==> src/rtl/ram_arb_pkg.sv <==
// Shared types and address map for the RAM/IO port arbiter.
// Holds FSM state encoding, region codes and the default address constants.
package ram_arb_pkg;

    localparam int RAM_DEPTH   = 64;
    localparam int IO_OUT_ADDR = 64;
    localparam int IO_IN_ADDR  = 65;

    typedef enum logic [1:0] {
        IDLE   = 2'd0,
        ACCESS = 2'd1,
        RESP   = 2'd2
    } arb_state_t;

    typedef enum logic [1:0] {
        REG_RAM     = 2'd0,
        REG_IO_OUT  = 2'd1,
        REG_IO_IN   = 2'd2,
        REG_ILLEGAL = 2'd3
    } region_t;

endpackage

==> src/rtl/ram_addr_decode.sv <==
// Combinational address decoder for the arbiter.
// Maps an address onto RAM, the IO64 latch, the IO65 input, or illegal.
module ram_addr_decode #(
    parameter int ADDR_W      = 8,
    parameter int RAM_DEPTH   = ram_arb_pkg::RAM_DEPTH,
    parameter int IO_OUT_ADDR = ram_arb_pkg::IO_OUT_ADDR,
    parameter int IO_IN_ADDR  = ram_arb_pkg::IO_IN_ADDR
) (
    input  logic [ADDR_W-1:0] ADDR,
    output logic [1:0]        REGION
);
    import ram_arb_pkg::*;

    localparam logic [ADDR_W-1:0] RAM_LAST = ADDR_W'(RAM_DEPTH - 1);
    localparam logic [ADDR_W-1:0] OUT_A    = ADDR_W'(IO_OUT_ADDR);
    localparam logic [ADDR_W-1:0] IN_A     = ADDR_W'(IO_IN_ADDR);

    // Classify the address; the RAM window takes precedence over IO
    always_comb begin
        REGION = REG_ILLEGAL;
        if (ADDR <= RAM_LAST) begin
            REGION = REG_RAM;
        end else if (ADDR == OUT_A) begin
            REGION = REG_IO_OUT;
        end else if (ADDR == IN_A) begin
            REGION = REG_IO_IN;
        end
    end

endmodule

==> src/rtl/ram_port_arbiter.sv <==
// Two-requester round-robin arbiter for the data RAM and IO64/IO65 ports.
// IDLE -> ACCESS -> RESP handshake with registered GNT/ACK and RAM controls.
module ram_port_arbiter #(
    parameter int DATA_W      = 16,
    parameter int ADDR_W      = 8,
    parameter int RAM_DEPTH   = ram_arb_pkg::RAM_DEPTH,
    parameter int IO_OUT_ADDR = ram_arb_pkg::IO_OUT_ADDR,
    parameter int IO_IN_ADDR  = ram_arb_pkg::IO_IN_ADDR
) (
    input  logic              CLK,
    input  logic              RST_N,
    input  logic              A_REQ,
    input  logic              A_WEN,
    input  logic [ADDR_W-1:0] A_ADDR,
    input  logic [DATA_W-1:0] A_WDATA,
    output logic              A_GNT,
    output logic              A_ACK,
    output logic [DATA_W-1:0] A_RDATA,
    input  logic              B_REQ,
    input  logic              B_WEN,
    input  logic [ADDR_W-1:0] B_ADDR,
    input  logic [DATA_W-1:0] B_WDATA,
    output logic              B_GNT,
    output logic              B_ACK,
    output logic [DATA_W-1:0] B_RDATA,
    output logic [ADDR_W-1:0] MEM_ADDR,
    output logic [DATA_W-1:0] MEM_WDATA,
    output logic              MEM_WEN,
    input  logic [DATA_W-1:0] MEM_RDATA,
    input  logic [DATA_W-1:0] IO65_IN,
    output logic [DATA_W-1:0] IO64_OUT,
    output logic              ADDR_ERR
);
    import ram_arb_pkg::*;

    arb_state_t        state;
    region_t           region_q;
    logic              ptr_b;
    logic              win_b;
    logic              wen_q;
    logic [DATA_W-1:0] hold_q;

    logic              pick_b;
    logic              req_wen;
    logic [ADDR_W-1:0] req_addr;
    logic [DATA_W-1:0] req_wdata;
    logic [1:0]        req_region;
    logic [DATA_W-1:0] rsp_data;

    // Pick the winner: pointer breaks ties, a lone request always wins
    always_comb begin
        pick_b    = B_REQ && (!A_REQ || ptr_b);
        req_wen   = pick_b ? B_WEN   : A_WEN;
        req_addr  = pick_b ? B_ADDR  : A_ADDR;
        req_wdata = pick_b ? B_WDATA : A_WDATA;
    end

    ram_addr_decode #(
        .ADDR_W      (ADDR_W),
        .RAM_DEPTH   (RAM_DEPTH),
        .IO_OUT_ADDR (IO_OUT_ADDR),
        .IO_IN_ADDR  (IO_IN_ADDR)
    ) u_decode (
        .ADDR   (req_addr),
        .REGION (req_region)
    );

    // Transaction FSM with registered handshake and RAM/IO side effects
    always_ff @(posedge CLK or negedge RST_N) begin
        if (!RST_N) begin
            state     <= IDLE;
            region_q  <= REG_RAM;
            ptr_b     <= 1'b0;
            win_b     <= 1'b0;
            wen_q     <= 1'b0;
            hold_q    <= '0;
            A_GNT     <= 1'b0;
            B_GNT     <= 1'b0;
            A_ACK     <= 1'b0;
            B_ACK     <= 1'b0;
            MEM_ADDR  <= '0;
            MEM_WDATA <= '0;
            MEM_WEN   <= 1'b0;
            IO64_OUT  <= '0;
            ADDR_ERR  <= 1'b0;
        end else begin
            case (state)
                IDLE: begin
                    if (A_REQ || B_REQ) begin
                        win_b     <= pick_b;
                        ptr_b     <= !pick_b;
                        wen_q     <= req_wen;
                        region_q  <= region_t'(req_region);
                        MEM_ADDR  <= req_addr;
                        MEM_WDATA <= req_wdata;
                        MEM_WEN   <= req_wen &&
                                     (region_t'(req_region) == REG_RAM);
                        A_GNT     <= !pick_b;
                        B_GNT     <= pick_b;
                        state     <= ACCESS;
                    end
                end
                ACCESS: begin
                    MEM_WEN  <= 1'b0;
                    A_GNT    <= 1'b0;
                    B_GNT    <= 1'b0;
                    A_ACK    <= !win_b;
                    B_ACK    <= win_b;
                    ADDR_ERR <= (region_q == REG_ILLEGAL);
                    if (wen_q && region_q == REG_IO_OUT) begin
                        IO64_OUT <= MEM_WDATA;
                    end
                    if (!wen_q && region_q == REG_IO_IN) begin
                        hold_q <= IO65_IN;
                    end
                    if (!wen_q && region_q == REG_IO_OUT) begin
                        hold_q <= IO64_OUT;
                    end
                    state <= RESP;
                end
                RESP: begin
                    A_ACK    <= 1'b0;
                    B_ACK    <= 1'b0;
                    ADDR_ERR <= 1'b0;
                    state    <= IDLE;
                end
                default: begin
                    state <= IDLE;
                end
            endcase
        end
    end

    // Response data source: RAM output, IO hold register, or zero
    always_comb begin
        rsp_data = '0;
        if (!wen_q) begin
            case (region_q)
                REG_RAM:    rsp_data = MEM_RDATA;
                REG_IO_OUT: rsp_data = hold_q;
                REG_IO_IN:  rsp_data = hold_q;
                default:    rsp_data = '0;
            endcase
        end
    end

    assign A_RDATA = A_ACK ? rsp_data : '0;
    assign B_RDATA = B_ACK ? rsp_data : '0;

endmodule
==> config.mk <==
export PLATFORM = sky130hd
export DESIGN_NAME = ram_port_arbiter
export DESIGN_NICKNAME = d
export VERILOG_FILES = /design/src/rtl/ram_arb_pkg.sv /design/src/rtl/ram_addr_decode.sv /design/src/rtl/ram_port_arbiter.sv
export SDC_FILE = /design/constraint.sdc
export NUM_CORES = 1
export LEC_CHECK = 0
export ABC_AREA = 1
export BUFFER_PORTS_ARGS = -buffer_cell sky130_fd_sc_hd__buf_4
export CELL_PAD_IN_SITES_DETAIL_PLACEMENT = 1
export CELL_PAD_IN_SITES_GLOBAL_PLACEMENT = 1
export CORE_AREA = 3 3 114 116
export DETAILED_ROUTE_END_ITERATION = 12
export DIE_AREA = 0 0 117 119
export GPL_TIMING_DRIVEN = 0
export PLACE_DENSITY_LB_ADDON = 0.1
export SETUP_SLACK_MARGIN = 0.1
export SLEW_MARGIN = 30
export SYNTH_ARGS = -nofsm -noshare
export SYNTH_HDL_FRONTEND = slang
export SYNTH_SLANG_ARGS = --single-unit
==> constraint.sdc <==
create_clock -name CLK -period 1.5 [get_ports CLK]
set_clock_uncertainty 0.2 [all_clocks]
set_input_delay 0.225 -clock CLK [delete_from_list [all_inputs] [get_ports CLK]]
set_output_delay 0.225 -clock CLK [all_outputs]
set_load 0.05 [all_outputs]
* Word-level counts from Yosys, hierarchy flattened *
Index checks and enable logic that the tools add are counted.

word-level totals
  register bits after elaboration = 69
  input bits = 86
  output and inout bits = 78
  word-level logic and storage cells = 69

cells by class
  $lt $le $gt $ge = 1
  equal/unequal tests = 8
  mux-type cells = 23
  reductions and logical operators = 22

operators with widths
  kind                number
  $mux 16             6
  $pmux 16 s2         1
  $eq 8x7->1 const B  2
  $pmux 1 s2          6
  $le 8x6->1 const B  1
  $mux 8              1
  $reduce_and 2->1    4
  $eq 2x2->1 const B  3
  $logic_not 2->1     3
  $mux 2              3
  $reduce_bool 2->1   3
  $logic_and 1x1->1   5
  $mux 1              5
  $eq 2x1->1 const B  2
  $logic_not 1->1     4
  $pmux 2 s2          1
  $logic_or 1x1->1    2
  $ne 2x2->1 const B  1
  $reduce_or 2->1     1

* Depth between registers and ports, before layout *
  depth in word-level cells = 12
  gate-level depth with buffers = 11

* Modules after synthesis *
From an unflattened synthesis, not the netlist that was laid out.

unflattened totals
  cell total of the unflattened synthesis = 526
  area total of the unflattened synthesis = 3838.7 um^2

modules (own cells, without submodules)
  module            instances  cells each  area an instance (um^2)  sequential area each (um^2)
  ram_port_arbiter  1          511         3782.4                   1726.7
  ram_addr_decode   1          15          56.3                     0.0

* Least setup slack after synthesis *
OpenSTA, ideal clock, no wires.

  kind = reg2out
  start = reg region_q[0]
  end = out A_RDATA[10]
  data arrival time = 1841 ps
  slack = -766 ps
  stages on the path, launching flop included = 9
  path buffers = 2
  path through = dfrtp_1 inv_1 ha_1 clkbuf_1 buf_2 nand2_1 o21ai_0 nand2_1 nor2_1

between the ends
  longest elaborated chain between the ends = 5

ends and longest elaborated chain
  item                                      RTL line                 text
  from (decl)                               ram_port_arbiter.sv:37   region_t region_q;
  from (signal assigned)                    ram_port_arbiter.sv:93   region_q <= region_t'(req_region);
  $eq 2x1->1 or $eq 2x2->1 (tied branches)  ram_port_arbiter.sv:138  case (region_q)
  $reduce_or 2->1 (no line)                 --
  $pmux 16 s2 *                             ram_port_arbiter.sv:138
  $mux 16 *                                 ram_port_arbiter.sv:137  if (!wen_q) begin
  $mux 16 *                                 ram_port_arbiter.sv:147  assign A_RDATA = A_ACK ? rsp_data : '0;
  to (decl)                                 ram_port_arbiter.sv:18   output logic [DATA_W-1:0] A_RDATA,

Mark *: on every way between the ends. The rest lies on a longest branch, timed or not.

* Worst setup path in the final report *
  start = reg region_q[0]
  end = out B_RDATA[15]

between the ends
  longest elaborated chain between the ends = 5

ends and longest elaborated chain
  item                                      RTL line                 text
  $eq 2x1->1 or $eq 2x2->1 (tied branches)  ram_port_arbiter.sv:138
  $reduce_or 2->1 (no line)                 --
  $pmux 16 s2 *                             ram_port_arbiter.sv:138
  $mux 16 *                                 ram_port_arbiter.sv:137
  $mux 16 *                                 ram_port_arbiter.sv:148  assign B_RDATA = B_ACK ? rsp_data : '0;
  to (decl)                                 ram_port_arbiter.sv:25   output logic [DATA_W-1:0] B_RDATA,

Marked as above.

==> run metrics <==
outcome finished, violations left; violated checks negative setup slack; max_slew headroom 0.555; via count 4503; Final WS setup -739 ps; Netlist cell types 26; Layout Cells excl Fill around 890; DRC violations left 0; CP Data Arrival Time 1810 ps; Int Pwr about 9.4 mW; Setup CP Type reg -> out; Synth Net Count about 550; die area 13900 µm²; TritonCTS clock tree built; Max-Cap Viols 0; Placement Rows 40; Final period util 1.49; Total Power a little under 20 mW; FF+latch count, synth 69; most used routing layer met2; wire length per cell 20.9 µm; clock buffer depth 2; Clock Sinks 69; layout cell share with drive strength beyond 1 0.589; Worst EP required roughly 1100 ps; clock transition at the registers of the reported paths 60 ps; combinational share of power 0.712; critical path startpoint category flip-flop; max-slew violations 0; initial antenna violation count 1; Hold Path Class in -> reg; post-synthesis sequential area ratio 0.478; CP Max Fanout 8; area of the core 12000 µm²; Final Hold Fails 0; GR Util met1 0.295; number of I/O pins 164; pin count of the biggest net entering global routing 70; cell count after synthesis 461; syn avg cell area between 7 and 8 µm²; placed cells approximately 770; starting DRC count in detailed routing roughly 180; RSZ-0062 raised after global routing yes; crit path capture type output pin; drt via density 5.04; fmax 0.447 GHz; vias in the first global route 4834; Finish-stage setup viols 96; clock network fraction of design power 0.106; clk_lat worst skew 330 ps; hpwl dp 9950 µm; layout net count 833; Fill cells 1276; DIE WIDTH 117 µm; clock root buffer clkbuf_16; post-route antenna net violation count 0; fin area 7900 µm²; gr usage total 0.243; post-place instance area 5530 µm²; final WL between 15000 and 20000 µm; Remaining Overflow, GRT 0; drt first pass iters 4; Mapped Area between 3000 and 4000 µm²; met3 Resource Use GR 0.0437; Power Dens Cells 2440 nW/µm²; Yosys Warn Count 0; Period minus WS final 2240 ps; NetSw 9.89 mW; VDD IR max 1.28 mV; Setup TNS Final -38850 ps; Leakage Power 3.63 nW; Reg power frac 0.182; slew of the pin with the lowest slew margin 668 ps; I/O Buffers 163; Sw Ratio 0.513; Initial Utilization 0.301; Layout area overhead 119%; RePlAce Congestion 0.788; met2 Usage GRT 0.424; die height between 100 and 150 µm; CTS Buf Count 9; H-tree depth 3; first-pass GRT wire length 26400 µm
## cells by family (layout without fill, tap and decap cells)
kind of cell,count (synthesis),count (layout),synth area share
simple gates,165,166,0.193
buf+inv,103,386,0.118
other cells,0,1,0
compound gates,117,117,0.187
flops,69,69,0.478
fa+ha+maj,7,7,0.0242
## metrics by stage
stage          hold WS (ps)  setup slack (ps)  utilization
2_1_floorplan          -271              -356            -
3_3_place_gp            205              -496        0.461
3_5_place_dp            215              -532        0.461
4_1_cts                -141              -718        0.607
5_1_grt                 105              -828        0.658
6_report               88.9              -739        0.658
## synthesized netlist by cell type (all sizes together)
master  instances  share of area
nand2          93          0.097
inv            74          0.077
dfrtp          69           0.48
o21ai          62          0.087
nor2           39          0.041
nand3          25          0.036
o22ai          20          0.035
a21oi          18          0.025
buf            18          0.030
o221ai         16          0.039
clkbuf          8         0.0083
ha              7          0.024
nand3b          6          0.012
clkinv          3         0.0031
a31oi           1         0.0017
nand4           1         0.0017
nor3            1         0.0045
## state kept, by name, indices dropped and copies added, names as in the netlist
name       flops
win_b          1
A_ACK          1
state          2
MEM_ADDR       8
B_GNT          1
MEM_WDATA     16
region_q       2
ADDR_ERR       1
hold_q        16
IO64_OUT      16
ptr_b          1
MEM_WEN        1
B_ACK          1
A_GNT          1
wen_q          1
## power by group through the flow
stage	clock [mW]	combinational [mW]	sequential, mW
floorplan	0	5.05	5.21
global placement	0	9.44	3.29
detailed placement	0	9.60	3.33
CTS	2.03	12.0	3.36
global route	2.15	14.5	3.60
finish	2.05	13.7	3.51
## path summary, 6_finish.rpt
check                            start  cells past startpoint      endpoint  slack (ps)
min reg2reg                      win_b                      1         A_ACK         270
min                          A_ADDR[3]                      5   MEM_ADDR[3]          90
max in group asynchronous        RST_N                      2  IO64_OUT[14]         330
max reg2reg                region_q[0]                     10     hold_q[1]        -450
max                        region_q[0]                      7   B_RDATA[15]        -740
min in group asynchronous        RST_N                      2   MEM_ADDR[2]         260
## cells in the final DEF (no fill, tap or decap), types with 6 or more instances in the layout
cell and count:
a21oi_1 16, buf_12 8, buf_4 160, buf_6 39, buf_8 28, clkbuf_16 10
dfrtp_1 62, dfrtp_2 7, dlygate4sd3_1 49, inv_1 63, inv_2 7, nand2_1 55
nand2_2 20, nand2_4 18, nand3_2 8, nand3_4 12, nand3b_1 6, nor2_4 35
o21ai_0 15, o21ai_1 14, o21ai_2 24, o21ai_4 9, o221ai_2 13, o22ai_1 14
o22ai_2 6
## cell type report
class | instances | area [µm²] | area share
plain buffers | 25 | 335 | 0.0424
well taps | 147 | 184 | 0.0233
clock inverters | 4 | 22.5 | 0.00285
inverters | 77 | 315 | 0.0399
multi-input cells | 290 | 2530 | 0.320
flip-flops and latches | 69 | 1740 | 0.220
clock buffers | 12 | 256 | 0.0325
diodes | 1 | 2.50 | 0.000317
repair buffers | 268 | 2520 | 0.319
## layer usage
metal / part of all wire / routed length [µm] / vias up
met4: 0.036 / 669 / 0
met1: 0.39 / 7180 / 2207
met2: 0.53 / 9870 / 172
li1: - / - / 2075
met3: 0.049 / 905 / 49
met5: 0 / 0 / -
## repair_timing
item	CTS	global route
resized for setup	167	111
pin swaps	35	46
setup buffers	26	20
hold buffers	48	1
setup endpoints to repair	96	107
endpoints found under the hold margin	101	69
cloned	11	0
## critical path, cell delays in order (launching register included)
cell	delay (ps)
dfrtp_1	400
inv_2	70
ha_4	280
inv_6	50
o21ai_0	220
nand2_1	180
nor2_4	120
buf_6	160
No activity file was read; power rests on OpenSTA's default activity.
